<file path="src/rtl/window_scan_ctrl.sv">
// Scan sequencer: streams a frame out of fixed-latency memory column by column,
// assembles 5x5 windows, and tags each window so its datapath result is written back.
module window_scan_ctrl #(
  parameter int IMG_W    = 28,
  parameter int IMG_H    = 28,
  parameter int ADDR_W   = 10,
  parameter int RES_AW   = 10,
  parameter int PIPE_LAT = 6
) (
  input  logic                clk,
  input  logic                rst,
  input  logic                start,
  output logic                busy,
  output logic                done,
  output logic                mem_rd,
  output logic [ADDR_W-1:0]   mem_addr,
  input  logic [7:0]          mem_data,
  output logic [199:0]        win_taps,
  output logic                win_valid,
  input  logic [7:0]          res_in,
  output logic                res_valid,
  output logic [RES_AW-1:0]   res_addr,
  output logic [7:0]          res_data
);

  localparam logic [1:0] S_IDLE  = 2'd0;
  localparam logic [1:0] S_FETCH = 2'd1;
  localparam logic [1:0] S_DRAIN = 2'd2;
  localparam logic [1:0] S_DONE  = 2'd3;

  localparam int CW = $clog2(IMG_W + 1);
  localparam int RW = $clog2(IMG_H + 1);

  localparam logic [ADDR_W-1:0] ROW_STEP  = ADDR_W'(IMG_W);
  localparam logic [ADDR_W-1:0] COL_BACK  = ADDR_W'(4 * IMG_W - 1);
  localparam logic [CW-1:0]     LAST_COL  = CW'(IMG_W - 1);
  localparam logic [RW-1:0]     LAST_WROW = RW'(IMG_H - 5);

  logic [1:0]            state;
  logic [2:0]            rd_sub;
  logic [CW-1:0]         rd_col;
  logic [RW-1:0]         rd_wrow;
  logic                  last_rd;

  logic                  vld_p0;
  logic [2:0]            sub_p0;
  logic [7:0]            stage_p0 [4];
  logic [24:0][7:0]      taps_p1;
  logic [CW-1:0]         col_cnt;

  logic [RES_AW-1:0]     win_idx;
  logic [PIPE_LAT-1:0]   tag_vld_p2;
  logic [RES_AW-1:0]     tag_addr_p2 [PIPE_LAT];
  logic                  pipe_empty;

  assign last_rd    = (rd_sub == 3'd4) && (rd_col == LAST_COL) && (rd_wrow == LAST_WROW);
  assign pipe_empty = !vld_p0 && !win_valid && !(|tag_vld_p2);
  assign busy       = (state != S_IDLE);
  assign done       = (state == S_DONE);
  assign win_taps   = taps_p1;

  // Read sequencer: 5 reads down a column, then step back up and right one column.
  // The same step-back lands on the next window row after the last column.
  always_ff @(posedge clk) begin
    if (rst) begin
      state    <= S_IDLE;
      mem_rd   <= 1'b0;
      mem_addr <= '0;
      rd_sub   <= '0;
      rd_col   <= '0;
      rd_wrow  <= '0;
    end else begin
      case (state)
        S_IDLE: begin
          if (start) begin
            state    <= S_FETCH;
            mem_rd   <= 1'b1;
            mem_addr <= '0;
            rd_sub   <= '0;
            rd_col   <= '0;
            rd_wrow  <= '0;
          end
        end
        S_FETCH: begin
          if (last_rd) begin
            mem_rd <= 1'b0;
            state  <= S_DRAIN;
          end else if (rd_sub == 3'd4) begin
            rd_sub   <= '0;
            mem_addr <= mem_addr - COL_BACK;
            if (rd_col == LAST_COL) begin
              rd_col  <= '0;
              rd_wrow <= rd_wrow + RW'(1);
            end else begin
              rd_col <= rd_col + CW'(1);
            end
          end else begin
            rd_sub   <= rd_sub + 3'd1;
            mem_addr <= mem_addr + ROW_STEP;
          end
        end
        S_DRAIN: begin
          if (pipe_empty) state <= S_DONE;
        end
        default: state <= S_IDLE;
      endcase
    end
  end

  // Stage p0: memory data returns; stage p1: column commit into the window
  always_ff @(posedge clk) begin
    if (rst) begin
      vld_p0    <= 1'b0;
      sub_p0    <= '0;
      for (int i = 0; i < 4; i++) stage_p0[i] <= '0;
      taps_p1   <= '0;
      col_cnt   <= '0;
      win_valid <= 1'b0;
    end else begin
      vld_p0    <= mem_rd;
      sub_p0    <= rd_sub;
      win_valid <= 1'b0;
      if (vld_p0) begin
        if (sub_p0 != 3'd4) begin
          stage_p0[sub_p0[1:0]] <= mem_data;
        end else begin
          for (int r = 0; r < 5; r++) begin
            for (int c = 0; c < 4; c++) taps_p1[r*5+c] <= taps_p1[r*5+c+1];
          end
          taps_p1[4]  <= stage_p0[0];
          taps_p1[9]  <= stage_p0[1];
          taps_p1[14] <= stage_p0[2];
          taps_p1[19] <= stage_p0[3];
          taps_p1[24] <= mem_data;
          // A window is complete once five columns of the current row are in.
          if (col_cnt == LAST_COL) begin
            col_cnt   <= '0;
            win_valid <= 1'b1;
          end else begin
            col_cnt   <= col_cnt + CW'(1);
            win_valid <= (col_cnt >= CW'(4));
          end
        end
      end
    end
  end

  // Stage p2: tag delay line matching the datapath latency, then result write
  always_ff @(posedge clk) begin
    if (rst) begin
      win_idx    <= '0;
      tag_vld_p2 <= '0;
      for (int i = 0; i < PIPE_LAT; i++) tag_addr_p2[i] <= '0;
      res_valid  <= 1'b0;
      res_addr   <= '0;
      res_data   <= '0;
    end else begin
      if (state == S_IDLE && start) win_idx <= '0;
      else if (win_valid)           win_idx <= win_idx + RES_AW'(1);
      for (int i = PIPE_LAT - 1; i > 0; i--) begin
        tag_vld_p2[i]  <= tag_vld_p2[i-1];
        tag_addr_p2[i] <= tag_addr_p2[i-1];
      end
      tag_vld_p2[0]  <= win_valid;
      tag_addr_p2[0] <= win_idx;
      res_valid      <= tag_vld_p2[PIPE_LAT-1];
      if (tag_vld_p2[PIPE_LAT-1]) begin
        res_addr <= tag_addr_p2[PIPE_LAT-1];
        res_data <= res_in;
      end
    end
  end

endmodule

</file>
<file path="config.mk">
export PLATFORM = sky130hd
export DESIGN_NAME = window_scan_ctrl
export DESIGN_NICKNAME = d
export VERILOG_FILES = /design/src/rtl/window_scan_ctrl.sv
export SDC_FILE = /design/constraint.sdc
export NUM_CORES = 1
export LEC_CHECK = 0
export ABC_AREA = 1
export CAP_MARGIN = 5
export CORE_ASPECT_RATIO = 2
export CORE_MARGIN = 2
export CORE_UTILIZATION = 49
export DETAILED_ROUTE_END_ITERATION = 6
export PLACE_DENSITY = 0.76
export REMOVE_ABC_BUFFERS = 1
export SYNTH_ARGS = -nofsm -noshare
export SYNTH_HDL_FRONTEND = slang
export SYNTH_SLANG_ARGS = --single-unit
</file>
<file path="constraint.sdc">
create_clock -name clk -period 2.4 [get_ports clk]
set_input_delay 0.48 -clock clk [delete_from_list [all_inputs] [get_ports clk]]
set_output_delay 0.48 -clock clk [all_outputs]
set_load 0.02 [all_outputs]
</file>
Word level (Yosys, flattened, before mapping)
Memory sizes are Yosys's and may differ from the RTL's. A register that Yosys moved wholly into a read port is not among the register bits.
Index checks and enable logic that the tools add are counted.
Storage, ports and cells
  bits in registers: 229
  bits in writable memories: 92
  input bits: 19
  output and inout port bits: 233
  word-level logic and storage cells: 130
  memories: 2
Cells by class
  add/sub/neg operators: 7
  $lt $le $gt $ge: 1
  eq/ne operators: 14
  multiplexer cells: 42
  bitwise operators: 8
  reductions and logical operators: 21
Memory list
  tag_addr_p2: words 6, bits a word 10, rd ports 6, clocked after memory_dff 1, write ports 6, RTL line 53  | logic [RES_AW-1:0] tag_addr_p2 [PIPE_LAT];
  stage_p0: words 4, bits a word 8, rd ports 4, clocked after memory_dff 4, write ports 4, RTL line 47  | logic [7:0] stage_p0 [4];
Operator list (count)
  $mux W10: 9
  $mux W5: 8
  $pmux W10 S2: 1
  $pmux W5 S2: 2
  $add A5 B1 Y5 const B: 3
  $eq A5 B5 Y1 const B: 3
  $ne A2 B2 Y1 const B: 6
  $mux W1: 11
  $add A10 B1 Y10 const B: 1
  $add A10 B5 Y10 const B: 1
  $sub A10 B7 Y10 const B: 1
  $mux W3: 3
  $reduce_and A3 Y1: 3
  $mux W2: 4
  $mux W8: 1
  $reduce_or A8 Y1: 1
  $or A1 B1 Y1: 6
  $pmux W2 S3: 1
  $pmux W3 S2: 1
  $reduce_or A6 Y1: 1
  $ge A5 B3 Y1 const B: 1
  $logic_and A1 B1 Y1: 5
  $reduce_and A5 Y1: 1
  $eq A2 B2 Y1 const B: 2
  13 further kinds: 17

Longest topological paths before layout
Gate-level depths: netlist of run 1.
  depth in word-level cells: 7
  gate-level depth with buffers: 12
  gate-level depth less buffers: 11

Worst setup path after synthesis of run 1
Ideal clock, no wire load.
  path type: in2reg
  start: input port rst
  end: memory stage_p0[1][0] (enable)
  setup time: 0.329 ns
  arrival time: 1.319 ns
  data required time: 2.071 ns
  setup slack: 0.752 ns
  stages: 4
  cell sequence: clkinv_1 -> nand3_2 -> nand3b_1 -> nand2_1
RTL lines
  start: declaration: RTL line 11  | input logic rst,
  end: declaration: RTL line 47

Final worst setup path of run 1
  start: register state[0]
  end: output port busy
Between the ends
  word-level cells in the longest chain between the ends: 1
Ends and longest elaborated chain
  start: declaration: RTL line 39  | logic [1:0] state;
  start signal: assignment: RTL line 66  | state <= S_IDLE;
  start signal: assignment: RTL line 76  | state <= S_FETCH;
  start signal: assignment: RTL line 87  | state <= S_DRAIN;
  $reduce_bool A2 Y1: RTL line 58  | assign busy = (state != S_IDLE);
  end: declaration: RTL line 13  | output logic busy,
Every way passes these cells.

==> results.yml, run 1 <==
outcome:
  run_status: "finished, final reports clean"
floorplanning:
  floorplan.io_pins: 252
  initial_utilization_pct: 49.4
  core-area_um2: 26200
  die-width_um: 119
  placementRows: 84
  chipHeight_um: 234
  design.die.area_um2: 27800
hold_path:
  min_from: "tag_addr_p2[4][4]"
  worstHoldPathType: "flop to flop"
clock_network:
  clock_insertion_delay_worst_skew_ps: 590
  ctsHtreeMaxLevel: 1
  path_clk_slew_ps: 70
  post_cts.repair.setup_buffers: 0
  clockBufferDepth: 3
  tritoncts_num_sinks: 363
  cts_root_buffer: "clkbuf_16"
  cts_hold_repair.buffers: 0
  ctsResizeCount: 1
  cts_buffers: 31
  cts_tree: "yes"
detailed_routing:
  drt-total-wl_mm: 31.0
  final_antenna_net_count: 0
  count_of_tritonroute_iterations_in_the_first_routing_pass: 6
  viasPerCell: 4.93
  detail_route.drc_violations: 0
  dr_total_vias: 10700
  detail_route.iter0.violations: 772
  avgRoutedWirePerCell_um: 14.3
power:
  power_per_cell_area_nw_per_um2: 763
  clkPwrFrac_pct: 40.4
  vdd.ir_drop.worst_v: 0.000697
  cellLeakagePower_nw: 5.98
  sequential_share_of_power_pct: 50.2
  power_dissipated_by_switching_net_loads_mw: 3.20
  power_switching_share_pct: 25.1
  power.combinational.fraction_pct: 9.4
  design_power_total_mw: 12.8
  p_int_mw: 9.57
worst_setup_path:
  arrival_ps: 1790
  critical_path.reg2reg.startpoint: "rd_sub[0]"
  worst_setup_ep: "busy"
  cp-start-kind: "flop"
  r2r_end: "mem_addr[5]"
  worst_ep_required_time_ps: 1920
  endpoint_kind: "output pin"
  path_class: "flop to output pin"
  number_of_cells_traversed_by_the_worst_register_to_register_path: 11
  r2r_slack_ps: 520
  crit_path_max_fanout: 4
  worst_setup_path_startpoint: "state[0]"
global_routing:
  grt_start_max_net_pins: 148
  initial_antenna_violation_count: 0
  globalRoute.totalOverflow: 0
  number_of_global_route_vias_before_repair: 9950
  global_route.usage.total_pct: 21.5
  grt_pass1_wl_mm: 49.3
synth:
  synthDistinctLibCells: 36
  top_cells_by_area_in_the_synthesized_netlist: "dfxtp_1 (51%), nand2_1 (14%), a21oi_1 (8.7%)"
  ys_seq_elements: 363
  netlist.area_leader.share_pct: 51.2
  share_of_synthesized_registers_carrying_an_async_set_or_reset_pct: 0
  synthMostInstantiatedCell: "nand2_1"
  synth_sequential_area_ratio_pct: 58.7
  syn_area_um2: 12900
  post_synth_inst_count: 1588
  synthDominantAreaCellType: "dfxtp_1"
  synth_flop_cell: "dfxtp_1"
  synth_top_cells_by_count: "nand2_1 (475), dfxtp_1 (331), a21oi_1 (224)"
  number_of_enable_type_register_cells_in_the_synthesized_netlist: 32
  syn-mean-instance-area_um2: 8.15
  yosysWarnings: 0
final_layout:
  layout-drive-gt1-share_pct: 4.71
  area_growth_pct: 29.3
  final_nets: 1835
  diodes: 0
  fill_cells: 2189
placement:
  port_buffers: 251
  hpwlAfterDp_mm: 20.9
  routabilityCongestion: 0.847
timing:
  worstMarginPinSlew_ps: 730
  final.period_utilization_pct: 94.4
  max_freq_mhz: 441
  worst_slew_margin_rel_pct: 51.2
  period_needed_ps: 2270
  grt_setup_unrepaired: "false"
  skew_ps: 20.5
  hold_violations: 0
  setup_viol: 0
  hold-worst-slack_ps: 397
  timing_max_transition_violations_final: 0
run:
  cap_violations: 0
[through the flow]
step	worst slack (ps)	utilization [%]	TNS, ps	instance area (um^2)	std cells
global placement	467	59.9	0	15700	2112
global route	92.0	63.9	0	16700	2170
detailed placement	422	59.9	0	15700	2112
floorplan	-3290	-	-610510	12500	1502
finish	134	63.9	0	16700	2170
CTS	138	63.9	0	16700	2170
[layer usage]
| metal | share of wire (%) | track usage [%] | vias to the layer above |
|---|---|---|---|
| met5 | 0 | 0 | - |
| met4 | 3.7 | 9.08 | 0 |
| met3 | 4.8 | 3.60 | 59 |
| met2 | 54 | 41.8 | 271 |
| met1 | 37 | 22.5 | 4931 |
| li1 | - | - | 5429 |
[state kept, by name, indices dropped and copies added, names as in the netlist, 5 cells and up]
signal and flops:
col_cnt 5, stage_p0 32, tag_vld_p2 6, tag_addr_p2 60
rd_wrow 5, res_data 8, mem_addr 10, win_taps 200
rd_col 5, win_idx 10, res_addr 10
[layout make-up]
| class | instances | area, um^2 | area share (%) |
|---|---|---|---|
| flip-flops and latches | 363 | 7590 | 45.4 |
| clock buffers | 42 | 878 | 5.25 |
| well taps | 344 | 430 | 2.57 |
| inverters | 119 | 454 | 2.72 |
| repair buffers | 266 | 2690 | 16.1 |
| multi-input cells | 1020 | 4500 | 26.9 |
| clock inverters | 16 | 180 | 1.08 |
[layout by cell type (no fill, tap or decap), types with 3 or more instances in the layout]
master           instances
inv_1                  114
clkbuf_8                 5
nand4_1                  8
buf_12                   5
nor2_2                   3
clkinvlp_4               4
clkbuf_1                 6
buf_4                   10
nor3_1                  15
clkinv_2                 8
bufinv_16                3
a21oi_1                224
nand2_1                475
edfxtp_1                32
ha_1                    15
dfxtp_1                331
o21ai_0                 39
nand3_2                  3
nand3_1                 26
clkbuf_16               32
o21ai_1                  4
nor2_1                 190
clkdlybuf4s50_1        249
[cells by family after synthesis]
kind of cell	share of synthesized area (%)
AOI/OAI and AO/OA	10.7
xor gates and xnor gates	0.203
adders and majority gates	1.45
buffers and inverters	6.60
DFF	58.7
and+or+nand+nor	22.4
[worst max-delay path, cell delays in order (launching register included)]
cell and delay (ps):
dfxtp_1 390, inv_1 110, ha_1 290, inv_1 90
dlygate4sd2_1 330
[worst min path at each step]
stage,end,slack [ps],depth (start not counted)
floorplan,tag_addr_p2[1][0],390,2
global placement,tag_addr_p2[3][6],390,2
detailed placement,tag_addr_p2[3][3],390,2
CTS,tag_addr_p2[5][4],400,2
global route,tag_addr_p2[3][7],410,2
finish,tag_addr_p2[5][4],400,2
[power groups by stage]
| stage | clock [mW] | combinational (mW) | sequential (mW) |
|---|---|---|---|
| floorplan | 0 | 0.734 | 6.54 |
| global placement | 0 | 1.15 | 6.53 |
| detailed placement | 0 | 1.18 | 6.54 |
| CTS | 5.28 | 1.19 | 6.40 |
| global route | 5.49 | 1.36 | 6.42 |
| finish | 5.16 | 1.20 | 6.41 |
(Power assumes the default switching activity.)
==> run 2, diff against run 1 <==
Settings changed: CORE_MARGIN 2 to unset.
==> results.yml, run 2 (same netlist as run 1, synthesis figures left out) <==
final_layout:
  layout-drive-gt1-share_pct: 4.60
  layout_commonest_cell: "nand2_1"
  utilization_pct: 65.0
  fill_cells: 2224
  area_growth_pct: 29.4
  final_nets: 1836
  max_ffs_per_register: 200
  diodes: 0
  layout_common_cells: "nand2_1 (475), dfxtp_1 (331), clkdlybuf4s50_1 (249), a21oi_1 (224), nor2_1 (190)"
timing:
  grt_setup_unrepaired: "false"
  timing_max_transition_violations_final: 0
  worstMarginPinSlew_ps: 942
  final.period_utilization_pct: 92.9
  max_freq_mhz: 449
  skew_ps: 8.79
  hold-worst-slack_ps: 181
  setup_viol: 0
  worst_slew_margin_rel_pct: 37.2
  hold_violations: 0
  period_needed_ps: 2230
  worst_setup_slack_final_ps: 171
  timing.setup.tns_ps: 0
floorplanning:
  design.die.area_um2: 27100
  initial_utilization_pct: 50.2
  floorplan.io_pins: 252
  placementRows: 83
  die-width_um: 117
  chipHeight_um: 232
  core-area_um2: 25800
outcome:
  run_status: "finished, final reports clean"
worst_setup_path:
  crit_buf_inv: 3
  worst_setup_ep: "busy"
  arrival_ps: 1750
  worst_setup_path_startpoint: "state[0]"
  path_depth: 4
  slowest_stage: "dfxtp_1"
  worst_ep_required_time_ps: 1920
  worstPathCellList: "inv_1 > ha_1 > inv_1 > dlygate4sd2_1"
  cp_common_cell: "inv_1"
  crit_path_max_fanout: 4
  critPathTopFamily: "buffers and inverters"
  path_class: "flop to output pin"
  r2r_slack_ps: 500
  critical_path.reg2reg.startpoint: "rd_sub[0]"
  r2r_end: "rd_col[1]"
  timing.critical_path.slowest_cell_delay_ps: 390
  number_of_cells_traversed_by_the_worst_register_to_register_path: 10
  endpoint_kind: "output pin"
  cp-start-kind: "flop"
global_routing:
  globalRoute.totalOverflow: 0
  number_of_global_route_vias_before_repair: 10100
  global_route.usage.total_pct: 22.3
  initial_antenna_violation_count: 0
  grt_pass1_wl_mm: 48.2
  grt_start_max_net_pins: 209
power:
  vdd.ir_drop.worst_v: 0.000839
  design_power_total_mw: 12.8
  power_per_cell_area_nw_per_um2: 763
  cellLeakagePower_nw: 6.00
clock_network:
  path_clk_slew_ps: 70
  cts_tree: "yes"
  ctsHtreeMaxLevel: 1
  clockBufferDepth: 3
  cts_root_buffer: "clkbuf_16"
  clock_insertion_delay_worst_skew_ps: 570
  tritoncts_num_sinks: 363
  cts_buffers: 30
  post_cts.repair.setup_buffers: 0
detailed_routing:
  detail_route.iter0.violations: 737
  dr_total_vias: 10700
  viasPerCell: 4.95
  detail_route.drc_violations: 0
  drt-total-wl_mm: 30.5
  final_antenna_net_count: 0
  count_of_tritonroute_iterations_in_the_first_routing_pass: 4
  avgRoutedWirePerCell_um: 14.1
hold_path:
  worstHoldPathType: "primary input to flop"
placement:
  hpwlAfterDp_mm: 20.7
  port_buffers: 251
  place_ws_ps: 367
  routabilityCongestion: 0.787
run:
  cap_violations: 0
## run 2: cell count changes in the layout (fill, tap and decap cells not counted), sizes merged
cell / change
inv: -1
clkbuf: +3
buf: +2
clkinvlp: -4
bufinv: +1
clkinv: -2
## run 2: stage by stage
| step | std cells | area (um^2) |
|---|---|---|
| 2_1_floorplan | 1502 | 12500 |
| 3_3_place_gp | 2110 | 15700 |
| 3_5_place_dp | 2110 | 15700 |
| 4_1_cts | 2165 | 16700 |
| 5_1_grt | 2165 | 16700 |
| 6_report | 2165 | 16700 |
## run 2: per-layer routing
layer	vias to the layer above	part of all wire [%]	GRT usage, %
met5	-	0	0
met4	0	3.8	9.45
met3	76	5.4	3.78
met2	266	54	42.7
met1	4933	37	22.9
li1	5437	-	-
## run 2: cell type report
type	count	area (um^2)	area share [%]
Timing Repair Buffer	268	2710	16.2
Sequential cell	363	7590	45.3
Clock buffer	45	898	5.37
Inverter	119	454	2.71
Tap cell	340	425	2.54
Multi-Input combinational cell	1020	4500	26.9
Clock inverter	10	165	0.987
## run 2: where the power goes
group / internal, mW / switching [mW]
combinational: 0.391 / 0.803
sequential: 6.26 / 0.141
clock: 3.02 / 2.15
## run 2: how the worst min path moves through the flow
stage,endpoint,slack (ps),depth (start not counted),from
after floorplan,tag_addr_p2[1][0],390,2,tag_addr_p2[0][0]
after global placement,tag_addr_p2[1][6],390,2,tag_addr_p2[0][6]
after detailed placement,tag_addr_p2[4][2],390,2,tag_addr_p2[3][2]
after CTS,state[0],160,2,rst
after global routing,state[0],170,2,rst
final,state[0],180,2,rst
## run 2: timing repair
item                                    CTS  global route
gates resized for setup                   1             0
endpoints found under the setup margin    1             0
hold buffers                              0             0
